$ cat src/rtl/alu_pipe_acc.sv
// Registered ALU with valid/ready handshake, status flags, accumulator
// feedback, optional saturating add/sub and an accepted-beat counter.
module alu_pipe_acc #(
   parameter int W     = 8,
   parameter int SAT   = 0,
   parameter int CNT_W = 16
) (
   input  logic             clk,
   input  logic             rst,
   input  logic             in_valid,
   output logic             in_ready,
   input  logic [W-1:0]     a,
   input  logic [W-1:0]     b,
   input  logic [2:0]       op,
   input  logic             acc_sel,
   output logic             out_valid,
   input  logic             out_ready,
   output logic [W-1:0]     out,
   output logic [3:0]       flags,
   output logic [W-1:0]     acc,
   output logic [CNT_W-1:0] op_count
);

   localparam int SH_W = $clog2(W);

   typedef enum logic [2:0] {
      OP_ADD = 3'd0,
      OP_SUB = 3'd1,
      OP_AND = 3'd2,
      OP_OR  = 3'd3,
      OP_XOR = 3'd4,
      OP_NOT = 3'd5,
      OP_SHL = 3'd6,
      OP_SHR = 3'd7
   } op_e;

   logic             out_valid_q, out_valid_d;
   logic [W-1:0]     out_q, out_d;
   logic [3:0]       flags_q, flags_d;
   logic [W-1:0]     acc_q, acc_d;
   logic [CNT_W-1:0] cnt_q, cnt_d;

   logic             accept;
   logic [W-1:0]     opa, res;
   logic             res_c, res_v;
   logic [W:0]       sum, diff, shl;
   logic [W:0]       shr;
   logic [SH_W-1:0]  shamt;

   assign in_ready = !out_valid_q || out_ready;
   assign accept   = in_valid && in_ready;

   // Operand A comes from the registered accumulator, so chained beats see
   // the previous result without any forwarding logic.
   assign opa   = acc_sel ? acc_q : a;
   assign shamt = b[SH_W-1:0];
   assign sum   = {1'b0, opa} + {1'b0, b};
   assign diff  = {1'b0, opa} - {1'b0, b};
   // Extra bit above (SHL) or below (SHR) the operand catches the last bit shifted out.
   assign shl   = {1'b0, opa} << shamt;
   assign shr   = {opa, 1'b0} >> shamt;

   // NOTE: every output of a combinational block gets a default first, so no
   // path through the case statement can leave a latch behind.
   always_comb begin
      res   = '0;
      res_c = 1'b0;
      res_v = 1'b0;
      case (op_e'(op))
         OP_ADD: begin
            res   = sum[W-1:0];
            res_c = sum[W];
            res_v = (opa[W-1] == b[W-1]) && (sum[W-1] != opa[W-1]);
            if (SAT != 0 && sum[W]) res = '1;
         end
         OP_SUB: begin
            res   = diff[W-1:0];
            res_c = diff[W];
            res_v = (opa[W-1] != b[W-1]) && (diff[W-1] != opa[W-1]);
            if (SAT != 0 && diff[W]) res = '0;
         end
         OP_AND: res = opa & b;
         OP_OR:  res = opa | b;
         OP_XOR: res = opa ^ b;
         OP_NOT: res = ~opa;
         OP_SHL: begin
            res   = shl[W-1:0];
            res_c = shl[W];
         end
         OP_SHR: begin
            res   = shr[W:1];
            res_c = shr[0];
         end
         default: res = '0;
      endcase
   end

   always_comb begin
      out_valid_d = out_valid_q;
      out_d       = out_q;
      flags_d     = flags_q;
      acc_d       = acc_q;
      cnt_d       = cnt_q;
      if (accept) begin
         out_valid_d = 1'b1;
         out_d       = res;
         flags_d     = {res[W-1], res_v, res_c, (res == '0)};
         acc_d       = res;
         cnt_d       = cnt_q + 1'b1;
      end else if (out_ready) begin
         out_valid_d = 1'b0;
      end
   end

   // NOTE: sequential state uses non-blocking assignments so every flop
   // samples its _d value from before the edge, independent of statement order.
   always_ff @(posedge clk or posedge rst) begin
      if (rst) begin
         out_valid_q <= 1'b0;
         out_q       <= '0;
         flags_q     <= '0;
         acc_q       <= '0;
         cnt_q       <= '0;
      end else begin
         out_valid_q <= out_valid_d;
         out_q       <= out_d;
         flags_q     <= flags_d;
         acc_q       <= acc_d;
         cnt_q       <= cnt_d;
      end
   end

   assign out_valid = out_valid_q;
   assign out       = out_q;
   assign flags     = flags_q;
   assign acc       = acc_q;
   assign op_count  = cnt_q;

endmodule
$ cat config.mk
export PLATFORM = sky130hd
export DESIGN_NAME = alu_pipe_acc
export DESIGN_NICKNAME = d
export VERILOG_FILES = /design/src/rtl/alu_pipe_acc.sv
export SDC_FILE = /design/constraint.sdc
export NUM_CORES = 1
export LEC_CHECK = 0
export CORE_UTILIZATION = 45
export DETAILED_ROUTE_END_ITERATION = 16
export DONT_BUFFER_PORTS = 1
export REMOVE_ABC_BUFFERS = 1
export SYNTH_ARGS = -nofsm -noshare
export SYNTH_HDL_FRONTEND = slang
export SYNTH_SLANG_ARGS = --single-unit
$ cat constraint.sdc
create_clock -name clk -period 2.67 [get_ports clk]
set_input_delay 0.4005 -clock clk [delete_from_list [all_inputs] [get_ports clk]]
set_output_delay 0.4005 -clock clk [all_outputs]
set_load 0.01 [all_outputs]
==> metrics.md <==
| Metric | Value |
|---|---|
| Worst path buffer plus inverter count | 1 |
| Total power | 2.262 mW |
| Critical path type | reg2reg |
| Slew HR | 0.6282 |
| Outcome | completed |
| Yosys Warn Count | 0 |
| Clock power share | 0.148 |
| CTS tree | yes |
| Sinks on Clock Net | 28 |
| Vias in the first global route | a little under 3k |
| Crit path largest cell delay | about 0.42 ns |
| Combinational share of power | 0.575 |
| # rows | 31 |
| Clock slew at reported path FFs | 0.09 ns |
| Hold Vio Cnt, Final | 0 |
| Worst-margin pin slew | about 0.56 ns |
| Die Ht | between 80 and 90 um |
| Met3 Use GR | 0.05910 |
| Clk Latency, worst-skew pair | approximately 0.28 ns |
| Pins Over Slew Limit | 0 |
| First-pass GRT wire length | 14,840 um |
| CP endpoint | flags[0] |
| Routability cong. | ~0.92 |
| Synth async-reset ratio | 1.000 |
| Worst r2r dst | flags[0] |
| # diodes | 0 |
| Clock H-tree levels | 1 |
| Worst Clk Skew | ~0.0029 ns |
| Drt total wl | about 9600 um |
| Switching Fraction | 0.4102 |
| Share of layout cells above drive strength 1 | 0.2257 |
| Avg WL per Cell | 18.77 um |
| Dpl hpwl | about 7300 um |
| Critical path endpoint category | register |
| Post-Syn Instances | 392 |
| Max_cap viols | 0 |
| RSZ-0062 raised after global routing | yes |
| GRT Residual Overflow | 0 |
| # DRC | 0 |
| Seq pwr share | 0.277 |
| Die X | approximately 90 um |
| P_int | between 1 and 1.5 mW |
| Post-Syn Area | 3446 um2 |
| Clock Path Buffers | 2 |
| Pin count of the biggest net entering global routing | 46 |
| Critical path arrival | between 2 and 3 ns |
| Syn_area_per_cell | 8.790 um2 |
| Initial antenna violation count | 0 |
| EDFF count, synth | 0 |
| Startpoint types | register |
| DR vias/cell | 6.061 |
| M2 GR Usage | 0.4011 |
| Sequential-to-total area share from yosys stat | 0.2033 |
| Area Overhead vs Synth | 14.16% |
| CTS Root Cell | clkbuf_8 |
| Net Sw Power | approximately 0.93 mW |
| DR iter-0 viols | 251 |
| Fmax | ~380 MHz |
| Hold Crit Class | in2async |
| Final Hold Slack | 0.06501 ns |
| Layout Nets | 475 |
| Met1 usage | 0.3198 |
| Initial core utilization | 0.4700 |
| Flops & latches, synth | 28 |
| Crit. path cell count | 11 |
| First-pass DRT Iterations | 5 |
| CTS buffer count | 3 |
| Critical-path cell with the highest stage delay | fa_2 |
| Critical path, cell by cell | mux2i_1 > buf_4 > ha_4 > fa_2 > xor2_1 > nand3_1 > a21oi_1 > a211o_1 > o22ai_2 > nand4b_1 > o41ai_2 |
| Minimum clock period | 2.603 ns |
| FF-to-FF setup slack | 0.07 ns |
| PortBufs | 0 |
| Critical Path Source | acc[0] |
| Hold Buf Count CTS | 0 |
| Netlist cell types | 70 |
| Commonest register cell after synthesis | dfrtp_1 |
| Via count | 3,097 |
| Reg2reg path depth | 11 |
| Part of the cycle the worst path needs | 0.9750 |
| RR Startpoint | acc[0] |
| Power per cell area | around 580 nW/um2 |
| Critical Path RT | 2.85 ns |
| CP Max Fanout | 2 |
| Setup violators final | 0 |
| Peak supply drop | 0.0005640 V |
| I/O Pins | 62 |
| CP top delay family | compound AO/OA/AOI/OAI gates |
| Die area | 8011 um2 |
| Total track usage | 0.2420 |
| Post-DRT Antenna Nets | 0 |
| P_leak | 1.785 nW |
| Core Region | 7331 um2 |
| Most Used Layer, Global Route | met2 |
## metal layers
layer,vias up,share of wire
met1,1483,0.44
met5,-,0
met3,20,0.074
met4,0,0.020
li1,1458,-
met2,136,0.47
## cells in the final DEF (no fill, tap or decap), types with 3 or more instances in the layout
cell / synthesis / layout
clkbuf_8: 0 / 3
buf_4: 10 / 45
o21ai_1: 3 / 3
a211o_1: 3 / 3
inv_1: 25 / 24
nor3_1: 6 / 5
nand2_1: 39 / 39
a21oi_1: 21 / 17
dfrtp_1: 28 / 28
and3_1: 5 / 5
nand4_1: 6 / 6
o22ai_1: 7 / 6
nor2b_1: 4 / 4
a31oi_1: 3 / 3
nand2b_1: 5 / 5
a221o_1: 3 / 3
mux2_2: 5 / 5
nor2_1: 20 / 20
xor2_1: 7 / 7
a21oi_2: 0 / 4
xnor2_1: 20 / 20
o211ai_1: 7 / 7
o21a_1: 3 / 3
inv_2: 2 / 3
mux2i_1: 18 / 18
ha_1: 36 / 34
mux4_2: 9 / 9
o21ai_0: 10 / 10
a21o_1: 3 / 3
nand3_1: 9 / 8
## per-stage QoR
step / area (um2) / setup WS [ns] / TNS, ns / std cells / util
global placement: 3716 / -0.2450 / -0.7431 / 505 / 0.5069
finish: 3934 / 0.06683 / 0 / 511 / 0.5366
detailed placement: 3716 / -0.2650 / -0.8303 / 505 / 0.5069
floorplan: 3269 / -0.1680 / -0.3258 / 363 / -
global route: 3934 / -0.06943 / -0.1227 / 511 / 0.5366
CTS: 3826 / 0.0008173 / 0 / 509 / 0.5219
## worst register-to-register path: cells and delay by family, from the launching register on
kind	cells	cell delay (ns)
compound gates	4	0.86
xor+xnor	1	0.16
fa+ha+maj	2	0.58
buf+inv	1	0.15
flops	1	0.37
mux	1	0.09
simple gates	2	0.28
## cell type report
cell class                      instances  area (um2)
Tap cell                               99       123.9
Timing Repair Buffer                   45       337.8
Sequential cell                        28       700.7
Multi-Input combinational cell        308        2599
Fill cell                             685        3397
Clock buffer                            3       41.29
Clock inverter                          1       30.03
Inverter                               27       101.3
## registers in the layout, indices dropped and copies added, names as in the netlist
name,cells
acc,7
flags,4
op_count,16
out_valid,1
## logic make-up (layout without fill, tap and decap cells)
logic type	Yosys count	after routing	synth area share
AND/OR/NAND/NOR	110	110	0.1580
multiplexers	39	39	0.1543
buffers and inverters	56	76	0.08061
AO/OA/AOI/OAI	94	94	0.1928
adder cells (fa/ha/maj)	38	38	0.1423
XOR/XNOR	27	27	0.06863
flip-flops	28	28	0.2033
## cells in the mapped netlist, types with 4 or more instances
master | n | area [um2]
ha_1 | 36 | 450.4
nand2_1 | 39 | 146.4
nand4_1 | 6 | 37.54
o21ai_0 | 10 | 50.05
nor3_1 | 6 | 30.03
and3_1 | 5 | 31.28
inv_1 | 25 | 93.84
nand2b_1 | 5 | 31.28
buf_2 | 6 | 30.03
nor2_1 | 20 | 75.07
buf_4 | 10 | 75.07
mux4_2 | 9 | 202.7
xor2_1 | 7 | 61.31
o22ai_1 | 7 | 43.79
o211ai_1 | 7 | 52.55
nor2b_1 | 4 | 25.02
mux2i_1 | 18 | 180.2
clkbuf_1 | 9 | 33.78
mux2_2 | 5 | 56.30
nand3_1 | 9 | 45.04
mux2i_2 | 4 | 55.05
dfrtp_1 | 28 | 700.7
xnor2_1 | 20 | 175.2
a21oi_1 | 21 | 105.1
## power by group through the flow
stage	clock network [mW]	logic (mW)	registers (mW)
after global routing	0.363	1.42	0.641
after CTS	0.346	1.23	0.626
after floorplan	0	0.728	0.678
final	0.335	1.30	0.626
after global placement	0	1.19	0.629
after detailed placement	0	1.20	0.631
## worst min path at each step
stage,slack [ns],from,cells past startpoint,endpoint
CTS,0.07,rst,2,op_count[9]
global placement,0.38,rst,2,op_count[9]
global route,0.09,rst,2,op_count[9]
finish,0.07,rst,2,op_count[10]
floorplan,0.47,rst,1,acc[0]
detailed placement,0.38,rst,2,op_count[9]
## timing repair
item	in CTS	in global routing
pin swaps	4	16
hold endpoints to repair	0	0
buffers inserted	0	2
endpoints found under the setup margin	5	5
resized for setup	10	16
Note: power is estimated with default switching activity, not from simulation.
